**src/rtl/disp_pkg.sv**
```systemverilog
// rtl/disp_pkg.sv - shared constants for the RAM viewer 7-segment display
//
// Purpose: hex font table, blank pattern and digit count used by the
// display top level and the segment decoder.
package disp_pkg;

  // Number of multiplexed digits on the display.
  localparam int NDIG = 4;

  // Active-low all-segments-off pattern {g,f,e,d,c,b,a}.
  localparam logic [6:0] SEG_BLANK = 7'h7F;

  // Active-high hex font, order {g,f,e,d,c,b,a}; entry N is HEX_FONT[N].
  localparam logic [15:0][6:0] HEX_FONT = {
    7'h71, 7'h79, 7'h5E, 7'h39,  // F E d C
    7'h7C, 7'h77, 7'h6F, 7'h7F,  // b A 9 8
    7'h07, 7'h7D, 7'h6D, 7'h66,  // 7 6 5 4
    7'h4F, 7'h5B, 7'h06, 7'h3F   // 3 2 1 0
  };

endpackage

```
**src/rtl/hex_to_seg7.sv**
```systemverilog
// rtl/hex_to_seg7.sv - combinational hex digit to active-low 7-segment decoder
//
// Purpose: converts one 4-bit value to its segment pattern.
// Ports:
//   hex  in  [3:0]  value to display
//   seg  out [6:0]  segments {g,f,e,d,c,b,a}, active-low
module hex_to_seg7
  import disp_pkg::*;
(
  input  logic [3:0] hex,
  output logic [6:0] seg
);

  // The font is stored lit-high; the display drives segments low to light.
  assign seg = ~HEX_FONT[hex];

endmodule

```
**src/rtl/ram_view_disp.sv**
```systemverilog
// rtl/ram_view_disp.sv - 4-digit multiplexed display of the RAM word and its history
//
// Purpose: digit 0 shows the current RAM read word, digits 1-3 the three
// previous distinct values (newest first). The digit-0 decimal point blinks
// while the RAM stage is writing.
// Ports:
//   clk    in        system clock
//   rst_n  in        asynchronous active-low reset
//   din    in  [3:0] RAM read data
//   we     in        write-enable indicator (1 = writing)
//   seg    out [6:0] segments {g,f,e,d,c,b,a}, active-low, registered
//   dp     out       decimal point, active-low, registered
//   an     out [3:0] digit anodes, active-low one-hot, registered; an[0] = digit 0
module ram_view_disp
  import disp_pkg::*;
#(
  parameter int SCAN_DIV  = 125000,
  parameter int GUARD     = 1250,
  parameter int BLINK_DIV = 31250000
) (
  input  logic            clk,
  input  logic            rst_n,
  input  logic [3:0]      din,
  input  logic            we,
  output logic [6:0]      seg,
  output logic            dp,
  output logic [NDIG-1:0] an
);

  localparam int SCAN_W  = (SCAN_DIV  > 1) ? $clog2(SCAN_DIV)  : 1;
  localparam int BLINK_W = (BLINK_DIV > 1) ? $clog2(BLINK_DIV) : 1;
  localparam int IDX_W   = $clog2(NDIG);

  localparam logic [SCAN_W-1:0]  SCAN_LAST  = SCAN_W'(SCAN_DIV - 1);
  localparam logic [SCAN_W-1:0]  GUARD_END  = SCAN_W'(GUARD);
  localparam logic [BLINK_W-1:0] BLINK_LAST = BLINK_W'(BLINK_DIV - 1);

  // Capture / history state. vld[n] marks digit n as holding a real value.
  logic [3:0]      cur;
  logic [3:0]      hist0;
  logic [3:0]      hist1;
  logic [3:0]      hist2;
  logic [NDIG-1:0] vld;

  // Scan and blink state.
  logic [SCAN_W-1:0]  scan_cnt;
  logic [IDX_W-1:0]   idx;
  logic [BLINK_W-1:0] blink_cnt;
  logic               blink_ph;

  // Next values for the output registers.
  logic [3:0]      sel_val;
  logic            sel_vld;
  logic [6:0]      seg_font;
  logic            in_guard;
  logic [6:0]      seg_d;
  logic            dp_d;
  logic [NDIG-1:0] an_d;

  // The first word after reset only fills digit 0. After that, only a
  // change of value pushes the history along, so a held word never scrolls.
  always_ff @(posedge clk or negedge rst_n) begin
    if (!rst_n) begin
      cur   <= 4'h0;
      hist0 <= 4'h0;
      hist1 <= 4'h0;
      hist2 <= 4'h0;
      vld   <= '0;
    end else if (!vld[0]) begin
      cur    <= din;
      vld[0] <= 1'b1;
    end else if (din != cur) begin
      hist2           <= hist1;
      hist1           <= hist0;
      hist0           <= cur;
      cur             <= din;
      vld[NDIG-1:1]   <= vld[NDIG-2:0];
    end
  end

  // Digit slot timer: one slot per SCAN_DIV clocks, digits in order 0..3.
  always_ff @(posedge clk or negedge rst_n) begin
    if (!rst_n) begin
      scan_cnt <= '0;
      idx      <= '0;
    end else if (scan_cnt == SCAN_LAST) begin
      scan_cnt <= '0;
      idx      <= idx + 1'b1;
    end else begin
      scan_cnt <= scan_cnt + 1'b1;
    end
  end

  // Blink timer runs only while writing. Any clock with we low restarts it,
  // so every write burst begins with the decimal point dark.
  always_ff @(posedge clk or negedge rst_n) begin
    if (!rst_n) begin
      blink_cnt <= '0;
      blink_ph  <= 1'b0;
    end else if (!we) begin
      blink_cnt <= '0;
      blink_ph  <= 1'b0;
    end else if (blink_cnt == BLINK_LAST) begin
      blink_cnt <= '0;
      blink_ph  <= ~blink_ph;
    end else begin
      blink_cnt <= blink_cnt + 1'b1;
    end
  end

  always_comb begin
    sel_val = cur;
    sel_vld = vld[idx];
    case (idx)
      2'd0:    sel_val = cur;
      2'd1:    sel_val = hist0;
      2'd2:    sel_val = hist1;
      default: sel_val = hist2;
    endcase
  end

  hex_to_seg7 u_hex_to_seg7 (
    .hex (sel_val),
    .seg (seg_font)
  );

  // The guard keeps all anodes dark at the start of a slot while the
  // segment lines settle to the new digit, avoiding ghosting.
  always_comb begin
    in_guard = (scan_cnt < GUARD_END);
    seg_d    = sel_vld ? seg_font : SEG_BLANK;
    an_d     = in_guard ? '1 : ~({{(NDIG-1){1'b0}}, 1'b1} << idx);
    dp_d     = ~((idx == '0) && we && blink_ph && !in_guard);
  end

  always_ff @(posedge clk or negedge rst_n) begin
    if (!rst_n) begin
      seg <= SEG_BLANK;
      dp  <= 1'b1;
      an  <= '1;
    end else begin
      seg <= seg_d;
      dp  <= dp_d;
      an  <= an_d;
    end
  end

endmodule
```
**config.mk**
```make
export PLATFORM = sky130hd
export DESIGN_NAME = ram_view_disp
export DESIGN_NICKNAME = d
export VERILOG_FILES = /design/src/rtl/disp_pkg.sv /design/src/rtl/hex_to_seg7.sv /design/src/rtl/ram_view_disp.sv
export SDC_FILE = /design/constraint.sdc
export NUM_CORES = 1
export LEC_CHECK = 0
export CAP_MARGIN = 10
export CELL_PAD_IN_SITES_DETAIL_PLACEMENT = 0
export CELL_PAD_IN_SITES_GLOBAL_PLACEMENT = 1
export CORE_ASPECT_RATIO = 0.8
export CORE_MARGIN = 3
export CORE_UTILIZATION = 48
export CTS_CLUSTER_DIAMETER = 120
export CTS_CLUSTER_SIZE = 30
export DETAILED_ROUTE_END_ITERATION = 12
export PLACE_DENSITY_LB_ADDON = 0.1
export SYNTH_ARGS = -nofsm -noshare
export SYNTH_HDL_FRONTEND = slang
export SYNTH_SLANG_ARGS = --single-unit
export TNS_END_PERCENT = 50
```
**constraint.sdc**
```tcl
create_clock -name clk -period 2.5 [get_ports clk]
set_clock_uncertainty 0.1 [all_clocks]
set_input_delay 0.25 -clock clk [delete_from_list [all_inputs] [get_ports clk]]
set_output_delay 0.25 -clock clk [all_outputs]
set_load 0.01 [all_outputs]
```
==> out/results.ini, run 1 <==
[sta]
hold_slack_ps = 284
drv_slew = 0
setup_viol = 0
hold_violations = 0
clock.fmax_ghz = 0.427
fin_ws_ps = 159
worst_slew_pin_slew_ps = 927
fin_crit_ps = 2340
post-route-period-util_pct = 93.7
rsz0062_at_grt = true
relSlewSlack_pct = 38.2

[drt]
viasPerCell = 5.28
drtIter0Drc = 89
vias = 2430
avgRoutedWirePerCell_microns = 14.4
drt_drc_violations_left = 0
ant_nets = 0
first_pass_iters = 4
wl_mm = 6.64

[place]
dpl.cell_count = 441
place_hpwl_mm = 4.50
gp_congestion = 0.780
pre_cts_ws_ps = 80.1
port_buffers = 18

[job]
cap_violations = 0

[cts]
cts_buffer_depth = 2
cts_made_buffers = 9
cts_tree = built
h-tree-depth = 3
clk_pin_slew_worst_paths_ps = 80
insertion_delay_ps = 350
cts-root-buf = clkbuf_8
cts.sinks = 77

[yosys]
syn_area_per_cell_sq_um = 11.2
yosysMostFrequentCell = dfrtp_1
synth_cell_type_count = 42
synthCells = 328
yosys-top-cells-area = dfrtp_1 44%, dfstp_2 8.6%, xor2_1 6.2%, mux2_2 5.2%, ha_1 4.4%
synthTopCellsByCount = 65 x dfrtp_1, 35 x nor2_1, 26 x xor2_1
syn_nets = 348
synth_top_area_cell = dfrtp_1
ys_ff_latch = 77
ys_seq_area_share_pct = 52.8
yosysWarnings = 0
synth_area_sq_um = 3680
synth_ff_type = dfrtp_1
synth_edf_count = 0
async_reset_ff_share_pct = 100
synth_top_area_share_pct = 44.2

[critical_path]
cp_num_cells = 9
crit_start = idx[0]$_DFFE_PN0N_
endpoint_kind = register
crit_slowest_cell = a222oi_1
worstReg2RegStart = idx[0]$_DFFE_PN0N_
crit_end = seg[3]$_DFF_PN1_
rrSetupSlack_ps = 160
r2r-end = seg[3]$_DFF_PN1_
worstSetupStartpointType = register
worst-path-max-fanout = 5
crit_family = compound AO/OA/AOI/OAI gates
crit_arrival_ps = 2530
crit_type = register to register
cp.required_ps = 2690
path_buf_inv = 2
worstRegToRegCells = 9
cp_cell_sequence = inv_1, ha_1, a222oi_1, mux2i_2, inv_1, ha_1, nand2_1, a22o_1, nand2_1
slowest_delay_ps = 450

[final_layout]
syn_to_final_growth_pct = 14.8
layout.nets = 374
layout-drive-gt1-share_pct = 18.4
fin_cells = 460
diodes = 0

[worst_hold_path]
worstHoldPathType = input pin to register
hold_path_depth = 1

[global_routing]
grt_pass1_wl_mm = 11.9
grt_usage_pct = 16.7
antenna_found_initial = 0
grt_max_degree = 78
grt-ovfl-total = 0
grt_pass1_vias = 2423

[power]
pwr_density_cell_nw_per_um2 = 608
leakage_nw = 1.80
ir_worst_vdd_mv = 0.270

[floorplanning]
start_util_pct = 51.4
rows = 27
die_w_microns = 104
coreArea_sq_um = 7160
io_pins = 19
die-area_sq_um = 8760
die_h_microns = 84.3

[outcome]
status = completed

==> stage by stage <==
step	total power [mW]	instance area, sq um	setup TNS, ps	util, %
5_1_grt	2.69	4220	-121	58.9
6_report	2.57	4220	0	58.9
2_1_floorplan	1.47	3680	0	-
4_1_cts	2.60	4190	0	58.6
3_3_place_gp	1.55	3960	0	55.3
3_5_place_dp	1.55	3960	0	55.3
==> timing repair <==
action,4_1_cts,5_1_grt
buffers inserted,0,2
hold endpoints to repair,65,0
gates resized for setup,0,5
setup endpoints to repair,0,7
hold buffers,1,0
==> worst min path at each step <==
stage / startpoint / end / slack [ps]
floorplan: rst_n / blink_cnt[0]$_DFF_PN0_ / -150
global placement: rst_n / blink_cnt[12]$_DFF_PN0_ / 360
detailed placement: rst_n / blink_cnt[12]$_DFF_PN0_ / 360
CTS: din[2] / cur[2]$_DFFE_PN0P_ / 270
global route: din[1] / cur[1]$_DFFE_PN0P_ / 260
finish: din[2] / cur[2]$_DFFE_PN0P_ / 280
==> cell usage in the layout (no fill, tap or decap), drive strengths merged, types with 5 or more instances in the layout <==
master / count
dfstp: 12
xnor2: 13
nor2: 35
inv: 12
o21ai: 6
ha: 13
nor4: 5
xor2: 26
a21oi: 7
nand3: 20
dfrtp: 65
buf: 8
mux2i: 6
clkbuf: 9
clkdlybuf4s50: 17
mux2: 17
nand2: 21
and3: 7
nand4: 13
==> logic make-up after synthesis <==
kind of cell,count (synthesis),synth area share [%]
muxes,24,7.45
AOI/OAI and AO/OA,25,4.86
xor gates and xnor gates,39,9.29
buffers and inverters,22,2.69
adders and majority gates,13,4.42
other,1,0.102
and+or+nand+nor,127,18.4
DFF,77,52.8
==> flip-flops by register name (all words and copies together), names as in the netlist <==
name and cells:
blink_cnt 25, scan_cnt 17, seg 7, an 4
cur 4, hist0 4, hist1 4, hist2 4
vld 4, idx 2, blink_ph 1, dp 1
==> where the power goes <==
group,switching [mW],internal [mW]
logic,0.0963,0.0906
registers,0.0376,1.31
clock network,0.469,0.565
==> final cells by class <==
cell class              count  area (sq um)
clock buffers               9           124
clock inverters             7          97.6
fillers                   634          2940
inverters                  11          41.3
multi-input cells         229          1650
flip-flops and latches     77          1940
well taps                 101           126
repair buffers             26           240
==> layer usage <==
metal  wire, microns  up-vias  track usage [%]
li1                -     1199                -
met1            3450     1195             24.1
met2            2900       30             24.5
met3             222        6             4.84
met4              70        0             4.71
met5               0        -                0
No activity file was read; power rests on OpenSTA's default activity.
==> inputs of run 2 (changes only) <==
HOLD_SLACK_MARGIN = 0.08   (was not set)
==> results of run 2 <==
Final layout, timing and power as in run 1 (identical DEF).
==> patch 1 (config.mk and constraints of run 2) <==
The parameter `BLINK_DIV` goes from 31250000 to 125000000.
--- a/src/rtl/ram_view_disp.sv
+++ b/src/rtl/ram_view_disp.sv
@@ -16,7 +16,7 @@
 #(
   parameter int SCAN_DIV  = 125000,
   parameter int GUARD     = 1250,
-  parameter int BLINK_DIV = 31250000
+  parameter int BLINK_DIV = 125000000
 ) (
   input  logic            clk,
   input  logic            rst_n,
Check against the original RTL: no difference found for any inputs over 10 cycles, from zero or initial values and one cycle with rst_n low; that may be too few to reach the edited logic, so the function may still have changed.
==> patch 1 against run 2 <==
Hold slack worse by 0.010 ns; design area up 3.6%; setup slack worse by 0.020 ns; routed wire length up 7.0%; first-iteration DRC count up 72%; area after synthesis up 4.1%; sequential cell count up 2; power down 1.9%; critical path type unchanged; largest cell class unchanged.
==> patch 1: results (changes against run 2) <==
stage;metric;value;unit;change
global_routing;grt_max_degree;78;;unchanged
synthesis;syn_inst;345;;was 328
global_routing;use_met2;24.1;%;was 24.5%
cells_and_area;fin_nets;396;;was 374
global_routing;grt_pass1_wl;12.6;mm;was 11.9 mm
global_routing;use_met1;26.5;%;was 24.1%
cells_and_area;fill_cells;685;;was 634
synthesis;yosysSeqAreaShare;52.0;%;was 52.8%
detailed_routing;routedWlPerCell;14.6;um;was 14.4 um
detailed_routing;wl_met2;3.00;mm;was 2.90 mm
placed_design;gp_congestion;0.781;;was 0.780
timing;maxSlewHeadroom;36.5;%;was 38.2%
detailed_routing;wl_met3;294;um;was 222 um
clocking;path_clk_slew;0.09;ns;
global_routing;grt.total_usage;17.5;%;was 16.7%
synthesis;synth_nets;365;;was 348
clocking;clk_path_buf_depth;2;;unchanged
detailed_routing;drtIter0Drc;153;;was 89
setup_path;critPathMaxFanout;5;;unchanged
global_routing;met3_usage;6.32;%;was 4.84%
synthesis;netlist_top_cells_count;dfrtp_1, nor2_1, xor2_1;;unchanged
global_routing;grt_pass1_vias;2527;;was 2,423
cells_and_area;drive_gt1_share;17.1;%;was 18.4%
power_and_ir_drop;vdd_drop_max;0.000508;V;was 0.000270 V
detailed_routing;firstDrtPassIters;5;;was 4
placed_design;post-place-ws;0.0975;ns;was 0.0801 ns
placed_design;place_inst;465;;was 441
setup_path;worstPathArrival;2.53;ns;about the same
detailed_routing;wl_met1;3.79;mm;was 3.45 mm
clocking;clk-insertion-delay-late;0.36;ns;
cells_and_area;top_regs;blink_cnt: 27 flops, scan_cnt: 17 flops, seg: 7 flops;;was blink_cnt: 25 flops, scan_cnt: 17 flops, seg: 7 flops
cells_and_area;stdcell_count;486;;was 460
placed_design;hpwl;4.76;mm;was 4.50 mm
detailed_routing;viasPerCell;5.18;;was 5.28
clocking;cts-htree-levels;3;;unchanged
synthesis;yosys-top-cells-area;dfrtp_1, dfstp_2, xor2_1, mux2_2, nor2_1;;was dfrtp_1, dfstp_2, xor2_1, mux2_2, ha_1
power_and_ir_drop;leakage;1.91;nW;was 1.80 nW
status;outcome;complete, no violations;;unchanged
patch 1: cell types whose count changed after synthesis, moves of 5 or more:
cell	run 2	this run
xor2_1	26	35
nor3_1	0	6
nand2_1	20	25
nor2_1	35	45
patch 1: critical path: stages (launching register included):
cell and delay, ns:
dfrtp_2 0.41, inv_1 0.09, ha_1 0.26, a222oi_1 0.45, mux2i_2 0.16, inv_1 0.15, ha_1 0.26, a21oi_1 0.16
a22o_1 0.17, nand2_1 0.06
patch 1: area by class of cell:
type / count / area [sq um] / area share, %
sequential: 79 / 1990 / 45.6
timing repair buffer: 31 / 278 / 6.35
multi-input combinational: 244 / 1740 / 39.7
tap: 105 / 131 / 3.00
inverter: 11 / 41.3 / 0.944
clock buffer: 11 / 131 / 3.00
clock inverter: 5 / 61.3 / 1.40
patch 1: repair_timing:
| action | in CTS | in global routing |
|---|---|---|
| setup buffers | 0 | 4 |
| resized for setup | 0 | 5 |
| hold endpoints to repair | 67 | 0 |
| endpoints found under the setup margin | 0 | 4 |
| hold buffers | 1 | 0 |
patch 1: final timing paths:
path,start,end,slack [ns],cells past startpoint
worst max-delay path,idx[0]$_DFFE_PN0N_,seg[3]$_DFF_PN1_,0.14,9
worst max register to register,idx[0]$_DFFE_PN0N_,seg[3]$_DFF_PN1_,0.14,9
min in group asynchronous,rst_n,blink_cnt[26]$_DFF_PN0_,0.49,2
worst min register to register,scan_cnt[0]$_DFF_PN0_,scan_cnt[0]$_DFF_PN0_,0.36,1
worst min-delay path,din[0],cur[0]$_DFFE_PN0P_,0.27,1
max in group asynchronous,rst_n,an[1]$_DFF_PN1_,1.10,3
patch 1: logic make-up (layout without fill, tap and decap cells):
| family | count (synthesis) | count (layout) | synth area share (%) |
|---|---|---|---|
| AO/OA/AOI/OAI | 21 | 21 | 4.54 |
| XOR/XNOR | 45 | 45 | 10.3 |
| adder cells (fa/ha/maj) | 13 | 13 | 4.25 |
| buffers and inverters | 22 | 58 | 2.91 |
| flip-flops | 79 | 79 | 52.0 |
| multiplexers | 23 | 23 | 6.86 |
| other | 1 | 1 | 0.0979 |
| AND/OR/NAND/NOR | 141 | 141 | 19.1 |
patch 1: power by group:
group          total (mW)  internal (mW)  switching, mW
sequential           1.38           1.34         0.0376
combinational       0.202         0.0973          0.104
clock               0.937          0.464          0.474
patch 1: through the flow:
| stage | utilization [%] | hold slack (ns) | instance area [sq um] |
|---|---|---|---|
| global route | 57.8 | 0.257 | 4380 |
| floorplan | - | -0.146 | 3830 |
| finish | 57.8 | 0.273 | 4380 |
| global placement | 54.6 | 0.348 | 4130 |
| detailed placement | 54.6 | 0.356 | 4130 |
| CTS | 57.3 | 0.257 | 4330 |
==> patch 2 (settings of run 2) <==
Made on the original files. The output `dp` loses its register stage (`dp` becomes a continuous assignment). Comments in the files are not updated.
--- a/src/rtl/ram_view_disp.sv
+++ b/src/rtl/ram_view_disp.sv
@@ -136,13 +136,13 @@
   always_ff @(posedge clk or negedge rst_n) begin
     if (!rst_n) begin
       seg <= SEG_BLANK;
-      dp  <= 1'b1;
       an  <= '1;
     end else begin
       seg <= seg_d;
-      dp  <= dp_d;
       an  <= an_d;
     end
   end
 
+  assign dp = dp_d;
+
 endmodule
Check against the original RTL: no difference found for any inputs over 10 cycles, from zero or initial values and one cycle with rst_n low; that may be too few to reach the edited logic, so the function may still have changed.
==> patch 2 against run 2 <==
Die area shrank 0.67%; setup slack improved by 0.027 ns; routed wire length decreased by 0.71%; count of clock-buffer cells in the layout is 1 higher; sequential cell count down 1; synthesized cell count down 0.30%; area after synthesis decreased by 0.71%; power rose by 0.38%; sequential share of layout area is 0.79 points lower; global-route usage is 0.17 points higher; design area rose by 0.44%; non-clock buffer count grew 3.
==> patch 2: results (changes against run 2) <==
stage;metric;value;unit;change
status;outcome;complete, no violations;;unchanged
synthesis;synth_nets;347;;was 348
placed_design;post-place-ws;0.106;ns;was 0.0801 ns
global_routing;grt_pass1_vias;2431;;was 2,423
min_path;hp-start;din[3];;was din[2]
placed_design;gp_congestion;0.781;;was 0.780
power_and_ir_drop;vdd_drop_max;0.000399;V;was 0.000270 V
global_routing;grt_pass1_wl;11.9;mm;about the same
cells_and_area;n_all_buffers;29;;was 26
min_path;whs_endpoint;cur[3]$_DFFE_PN0P_;;was cur[2]$_DFFE_PN0P_
detailed_routing;finalWirelength;6.59;mm;was 6.64 mm
synthesis;synth.area.mux_share;7.50;%;was 7.45%
synthesis;synth_compound_area_share;4.90;%;was 4.86%
detailed_routing;viasPerCell;5.29;;was 5.28
setup_path;critPathMaxFanout;6;;was 5
cells_and_area;seq_cell_count;76;;was 77
timing;worst_pin_slew;0.693;ns;was 0.927 ns
setup_path;cpPeakStageDelay;0.47;ns;was 0.45 ns
power_and_ir_drop;leakage;1.82;nW;was 1.80 nW
placed_design;place_inst;440;;was 441
detailed_routing;drtIter0Drc;88;;was 89
setup_path;r2r-end;seg[4]$_DFF_PN1_;;was seg[3]$_DFF_PN1_
clocking;cts_resized;1;;was 0
synthesis;synth_xor_area_share;9.35;%;was 9.29%
setup_path;ff2ff_setup_slack;0.19;ns;was 0.16 ns
global_routing;grt.total_usage;16.8;%;was 16.7%
synthesis;yosys-top-cells-area;dfrtp_1, dfstp_2, xor2_1, mux2_2, ha_1;;unchanged
setup_path;r2r_cells;8;;was 9
synthesis;synth_fa_ha_area_share;4.45;%;was 4.42%
placed_design;hpwl;4.57;mm;was 4.50 mm
global_routing;grt_max_degree;48;;was 78
setup_path;worstPathArrival;2.47;ns;was 2.53 ns
cells_and_area;clock_area_share;5.46;%;was 5.25%
-- patch 2: stage by stage --
stage | instance area [sq um] | setup TNS [ns] | util [%]
floorplan | 3650 | 0 | -
global placement | 3950 | 0 | 55.4
detailed placement | 3950 | 0 | 55.4
CTS | 4190 | 0 | 58.8
global route | 4240 | -0.0639 | 59.5
finish | 4240 | 0 | 59.5
-- patch 2: metal layers --
layer | GRT usage, % | routed length (um)
met3 | 5.41 | 237
met5 | 0 | 0
met2 | 24.5 | 2880
met1 | 24.5 | 3400
met4 | 3.99 | 75
-- patch 2: report_power, final --
group / total, mW / internal [mW] / switching, mW / leakage (nW)
Combinational: 0.194 / 0.0958 / 0.0980 / 0.753
Sequential: 1.33 / 1.29 / 0.0356 / 0.950
Clock: 1.06 / 0.598 / 0.458 / 0.113
Total: 2.58 / 1.98 / 0.591 / 1.82
